**src/rtl/hi_low_solver_if.sv**
```systemverilog
// Guess/response link between the hi/low solver (master) and the game (slave).
// The solver drives guess and guessStrobe; the game answers on hiLowSeg.
interface hi_low_solver_if #(
    parameter int W = 4
);
    logic [W-1:0] guess;
    logic         guessStrobe;
    logic [6:0]   hiLowSeg;

    modport master (
        output guess,
        output guessStrobe,
        input  hiLowSeg
    );

    modport slave (
        input  guess,
        input  guessStrobe,
        output hiLowSeg
    );
endinterface

```
**src/rtl/hi_low_solver.sv**
```systemverilog
// Automatic hi/low player: bisects 0..2^W-1 using the game's H/L/I segment response.
// Define SOLVER_SEG_ACTIVE_HIGH_EN to decode hiLowSeg as active-high segments.
module hi_low_solver #(
    parameter int W         = 4,
    parameter int MAX_GUESS = 5,
    parameter int SETTLE    = 3
) (
    input  logic                clk,
    input  logic                reset,
    input  logic                start,
    hi_low_solver_if.master     bus,
    output logic [2:0]          guessCount,
    output logic                done,
    output logic                win,
    output logic                decodeErr
);
`ifdef SOLVER_SEG_ACTIVE_HIGH_EN
    localparam logic [6:0] SEG_H = 7'b1110110;
    localparam logic [6:0] SEG_L = 7'b0111000;
    localparam logic [6:0] SEG_I = 7'b0000110;
`else
    localparam logic [6:0] SEG_H = 7'b0001001;
    localparam logic [6:0] SEG_L = 7'b1000111;
    localparam logic [6:0] SEG_I = 7'b1111001;
`endif

    localparam logic [W:0] HI_INIT     = {1'b0, {W{1'b1}}};
    localparam logic [W:0] BOUND_ONE   = (W+1)'(1);
    localparam logic [2:0] MAX_CNT     = 3'(MAX_GUESS);
    localparam logic [3:0] SETTLE_LAST = 4'(SETTLE - 1);

    typedef enum logic [2:0] {
        S_IDLE   = 3'd0,
        S_DRIVE  = 3'd1,
        S_WAIT   = 3'd2,
        S_SAMPLE = 3'd3,
        S_DONE   = 3'd4,
        S_ERR    = 3'd5
    } state_t;

    typedef enum logic [1:0] {
        RESP_UNKNOWN = 2'd0,
        RESP_H       = 2'd1,
        RESP_L       = 2'd2,
        RESP_I       = 2'd3
    } resp_t;

    state_t     state_r;
    logic [W:0] lo_r;
    logic [W:0] hi_r;
    logic [W:0] mid_s;
    logic [3:0] settle_r;
    resp_t      resp_s;

    // Midpoint in W+1 bits so lo+hi never overflows.
    always_comb begin
        mid_s = (lo_r + hi_r) >> 1;
    end

    // Classify the game response.
    always_comb begin
        if (bus.hiLowSeg == SEG_I) begin
            resp_s = RESP_I;
        end else if (bus.hiLowSeg == SEG_H) begin
            resp_s = RESP_H;
        end else if (bus.hiLowSeg == SEG_L) begin
            resp_s = RESP_L;
        end else begin
            resp_s = RESP_UNKNOWN;
        end
    end

    // Solver FSM with registered outputs.
    always_ff @(posedge clk) begin
        if (reset) begin
            state_r         <= S_IDLE;
            lo_r            <= '0;
            hi_r            <= HI_INIT;
            settle_r        <= 4'd0;
            bus.guess       <= '0;
            bus.guessStrobe <= 1'b0;
            guessCount      <= 3'd0;
            done            <= 1'b0;
            win             <= 1'b0;
            decodeErr       <= 1'b0;
        end else begin
            case (state_r)
                S_IDLE: begin
                    bus.guessStrobe <= 1'b0;
                    if (start) begin
                        lo_r       <= '0;
                        hi_r       <= HI_INIT;
                        guessCount <= 3'd0;
                        done       <= 1'b0;
                        win        <= 1'b0;
                        decodeErr  <= 1'b0;
                        state_r    <= S_DRIVE;
                    end
                end
                S_DRIVE: begin
                    bus.guess       <= mid_s[W-1:0];
                    bus.guessStrobe <= 1'b1;
                    guessCount      <= guessCount + 3'd1;
                    settle_r        <= 4'd0;
                    state_r         <= S_WAIT;
                end
                S_WAIT: begin
                    bus.guessStrobe <= 1'b0;
                    if (settle_r == SETTLE_LAST) begin
                        state_r <= S_SAMPLE;
                    end else begin
                        settle_r <= settle_r + 4'd1;
                    end
                end
                S_SAMPLE: begin
                    // A bound that would leave the range means the game contradicted itself.
                    case (resp_s)
                        RESP_I: begin
                            win     <= 1'b1;
                            done    <= 1'b1;
                            state_r <= S_DONE;
                        end
                        RESP_H: begin
                            if (mid_s == lo_r) begin
                                done      <= 1'b1;
                                decodeErr <= 1'b1;
                                state_r   <= S_ERR;
                            end else begin
                                hi_r <= mid_s - BOUND_ONE;
                                if (guessCount == MAX_CNT) begin
                                    done    <= 1'b1;
                                    state_r <= S_DONE;
                                end else begin
                                    state_r <= S_DRIVE;
                                end
                            end
                        end
                        RESP_L: begin
                            if (mid_s == hi_r) begin
                                done      <= 1'b1;
                                decodeErr <= 1'b1;
                                state_r   <= S_ERR;
                            end else begin
                                lo_r <= mid_s + BOUND_ONE;
                                if (guessCount == MAX_CNT) begin
                                    done    <= 1'b1;
                                    state_r <= S_DONE;
                                end else begin
                                    state_r <= S_DRIVE;
                                end
                            end
                        end
                        default: begin
                            done      <= 1'b1;
                            decodeErr <= 1'b1;
                            state_r   <= S_ERR;
                        end
                    endcase
                end
                S_DONE, S_ERR: begin
                    // Holding start high parks here; no automatic replay.
                    if (!start) begin
                        done      <= 1'b0;
                        win       <= 1'b0;
                        decodeErr <= 1'b0;
                        state_r   <= S_IDLE;
                    end
                end
                default: begin
                    state_r <= S_IDLE;
                end
            endcase
        end
    end
endmodule

```
**src/flat_wrapper.sv**
```systemverilog
// flat-port wrapper written by rule: the top's interface ports become plain ports
module hi_low_solver_flat 
#(
    parameter int W         = 4,
    parameter int MAX_GUESS = 5,
    parameter int SETTLE    = 3
)
  (clk, reset, start, guessCount, done, win, decodeErr, bus_guess, bus_guessStrobe, bus_hiLowSeg);
  hi_low_solver_if #(.W(W)) bus_i ();
  input  logic clk;
  input  logic reset;
  input  logic start;
  output logic [2:0] guessCount;
  output logic done;
  output logic win;
  output logic decodeErr;
  output wire logic [$bits(bus_i.guess)-1:0] bus_guess;
  output wire logic [$bits(bus_i.guessStrobe)-1:0] bus_guessStrobe;
  input wire logic [$bits(bus_i.hiLowSeg)-1:0] bus_hiLowSeg;
  assign bus_guess = bus_i.guess;
  assign bus_guessStrobe = bus_i.guessStrobe;
  assign bus_i.hiLowSeg = bus_hiLowSeg;
  hi_low_solver #(.W(W), .MAX_GUESS(MAX_GUESS), .SETTLE(SETTLE)) u_core (.clk(clk), .reset(reset), .start(start), .bus(bus_i), .guessCount(guessCount), .done(done), .win(win), .decodeErr(decodeErr));
endmodule
```
**config.mk**
```make
export PLATFORM = sky130hd
export DESIGN_NAME = hi_low_solver_flat
export DESIGN_NICKNAME = d
export VERILOG_FILES = /design/src/rtl/hi_low_solver_if.sv /design/src/rtl/hi_low_solver.sv /design/src/flat_wrapper.sv
export SDC_FILE = /design/constraint.sdc
export NUM_CORES = 1
export LEC_CHECK = 0
export ABC_AREA = 0
export CORE_MARGIN = 5
export CORE_UTILIZATION = 33
export DETAILED_ROUTE_END_ITERATION = 12
export DONT_BUFFER_PORTS = 1
export PLACE_DENSITY_LB_ADDON = 0.25
export REMOVE_ABC_BUFFERS = 1
export SLEW_MARGIN = 20
export SYNTH_ARGS = -nofsm -noshare
export SYNTH_HDL_FRONTEND = slang
export SYNTH_SLANG_ARGS = --single-unit
```
**constraint.sdc**
```tcl
create_clock -name clk -period 2.5 [get_ports clk]
set_input_delay 0.5 -clock clk [delete_from_list [all_inputs] [get_ports clk]]
set_output_delay 0.5 -clock clk [all_outputs]
set_load 0.02 [all_outputs]
```
==> summary.txt <==
status: finished clean
register-to-register setup slack: 0.12 ns
Tmin final: 2.38 ns
CTS Buffer Depth: 2
max incr delay on CP: 0.37 ns
Detailed Place HPWL: 3440 µm
Yosys reg bits: 28
cts bufs inserted: 3
sequential area share after synthesis: 0.299
gr ovfl total: 0
H-tree Lvls: 1
Rel. slew slack: 0.511
Post-synth EDFFs: 0
number of library cell types mapped by synthesis: 55
non-filler instance count after layout: 299
final setup violation count: 0
I/O pins: 21
# DRC: 0
first-pass iteration count of the detailed router: 4
first-pass GRT wire length: 7600 µm
fin nets: 248
area post-placement: 0.00197 mm²
Final Hold Vio Count: 0
max_cap viols: 0
Hold Path Depth: 1
f_max: 0.419 GHz
CP Class: reg -> reg
Port Buffers: 0
CP Data Arrival Time: 2.56 ns
most common cell after layout, fill and taps aside: nor2_1
worst r2r dst: u_core.hi_r[0]
Tightest Hold Check Type: in -> reg
PwrDens: 697 mW/mm²
CTS tree: yes
worst hold margin: 0.280 ns
Least-Margin Pin Slew: 0.723 ns
worst reg2reg path depth: 9
Avg WL per Cell: 15.1 µm
Core Box Area: 0.00551 mm²
commonest non-fill, non-tap cells in the layout: 30 x nor2_1, 28 x dfxtp_1, 23 x a21oi_1
Mapped Cells: 223
CP Max Fanout: 5
post-synthesis cell area: 0.00187 mm²
Critical Path Start Type: register
hold worst-path end: u_core.win
Via density: 5.30
CP cell instances: and2_1, fa_2, xor2_2, and2_2, o221a_2, a211oi_4, buf_4, nor2_1, mux2i_1
syn avg cell area: 8.40 µm²
Vias: 1584
row cnt: 27
post-route cell area: 0.00206 mm²
HP Start: reset
starting density of the core: 0.340
initial DRC count: 112
period utilization: 0.954
DP Cell Count: 294
antenna violations before repair: 0
insertion delay to the later sink of the worst-skew pair: 0.28 ns
Vert. Die Dim: 85.4 µm
worst vdd ir: 0.408 mV
largest net degree at the start of global routing: 25
clock root buffer: clkbuf_8
Req. time, crit path: 2.67 ns
number of global-route vias before repair: 1485
Crit. End Element: register
die width: 85.4 µm
Clock Skew: 0.00651 ns
RSZ-0062 raised after global routing: false
slowest CP cell: fa_2
DRT antenna net count: 0
Max Slew Vio Count: 0
Ys Warns: 0
clock slew at reported path FFs: 0.11 ns
WL final: 4520 µm
full die area: 0.00729 mm²
asr flop ratio synth: 0
# clock sinks: 28
P_leak: 0.000760 µW
setup TNS: 0 ns
share of cells above drive strength 1: 0.154
area grow syn2layout: 9.75%
Most used DFF post-synth: dfxtp_1
Finished Core Util: 0.374
GPL Wtd Cong: 0.824
gr usage total: 0.129
Ant. Diodes: 0
RR Startpoint: u_core.lo_r[0]
registers in the layout (all words and copies together), names as in the netlist:
| name | count |
|---|---|
| u_core.hi_r | 5 |
| u_core.lo_r | 5 |
| u_core.bus.guess | 4 |
| u_core.settle_r | 4 |
| u_core.guessCount | 3 |
| u_core.state_r | 3 |
| u_core.bus.guessStrobe | 1 |
| u_core.decodeErr | 1 |
| u_core.done | 1 |
| u_core.win | 1 |
report_power, final:
part	switching, µW	internal, µW
Combinational	260	171
Clock	152	215
Sequential	130	507
kinds of logic (layout without fill, tap and decap cells):
group           after synthesis  in the layout  share of synthesized area
compound gates               53             53                      0.200
flops                        28             28                      0.299
buf+inv                      18             22                     0.0487
xor+xnor                     18             18                     0.0921
mux                           4              4                     0.0220
simple gates                 92             92                      0.267
fa+ha+maj                    10             10                     0.0708
worst max-delay path, delay by kind of cell (launching register included):
family | cells | cell delay [ns]
simple gates | 3 | 0.41
xor+xnor | 1 | 0.19
mux | 1 | 0.12
buf+inv | 1 | 0.18
fa+ha+maj | 1 | 0.37
flops | 1 | 0.32
compound gates | 2 | 0.69
routing by layer:
layer  wire length, µm  GRT usage
met5                 0          0
met4                44     0.0345
met3               240     0.0330
met2              1950      0.186
met1              2290      0.188
synthesized netlist by cell type (all sizes together), types with 2 or more instances:
| master | n | share of area |
|---|---|---|
| nor3 | 7 | 0.019 |
| nor2 | 30 | 0.060 |
| a31oi | 2 | 0.0067 |
| mux2i | 3 | 0.016 |
| o21ai | 6 | 0.016 |
| a31o | 2 | 0.0093 |
| inv | 7 | 0.014 |
| nor4b | 2 | 0.017 |
| or3b | 3 | 0.014 |
| nand4 | 4 | 0.013 |
| xnor2 | 12 | 0.056 |
| nor3b | 3 | 0.012 |
| nand2b | 2 | 0.0067 |
| ha | 9 | 0.060 |
| clkbuf | 6 | 0.012 |
| nand2 | 15 | 0.030 |
| o21a | 3 | 0.012 |
| a211oi | 4 | 0.029 |
| and2 | 4 | 0.016 |
| buf | 3 | 0.015 |
| nand3 | 7 | 0.019 |
| xor2 | 6 | 0.036 |
| nor2b | 2 | 0.0067 |
| and3 | 5 | 0.018 |
| a21oi | 24 | 0.066 |
| or2 | 2 | 0.0080 |
| nor4 | 3 | 0.013 |
| dfxtp | 28 | 0.30 |
| o221a | 2 | 0.012 |
| o22ai | 2 | 0.0067 |
cell type report:
cell class	instances	area [µm²]
multi-input cells	177	1230
well taps	72	90.1
repair buffers	10	75.1
clock inverters	1	30.0
inverters	8	30.0
flip-flops and latches	28	561
fillers	577	3450
clock buffers	3	41.3
per-stage QoR:
step / power, µW / worst slack, ns
6_report: 1430 / 0.115
3_5_place_dp: 1080 / 0.0674
3_3_place_gp: 1080 / 0.0842
4_1_cts: 1450 / 0.0426
2_1_floorplan: 956 / 0.124
5_1_grt: 1550 / 0.00852
how the worst max path moves through the flow:
stage,from,slack [ns],to
global route,u_core.lo_r[0],0.009,u_core.hi_r[1]
CTS,u_core.lo_r[0],0.04,u_core.hi_r[4]
detailed placement,u_core.lo_r[0],0.07,u_core.hi_r[3]
finish,u_core.lo_r[0],0.12,u_core.hi_r[0]
floorplan,u_core.lo_r[0],0.12,u_core.lo_r[0]
global placement,u_core.lo_r[0],0.08,u_core.hi_r[3]
what timing repair did:
action                     in CTS  in global routing
setup endpoints to repair       0                 11
resized for setup               0                  3
setup buffers                   0                  1
hold buffers                    0                  0
(Power assumes the default switching activity.)
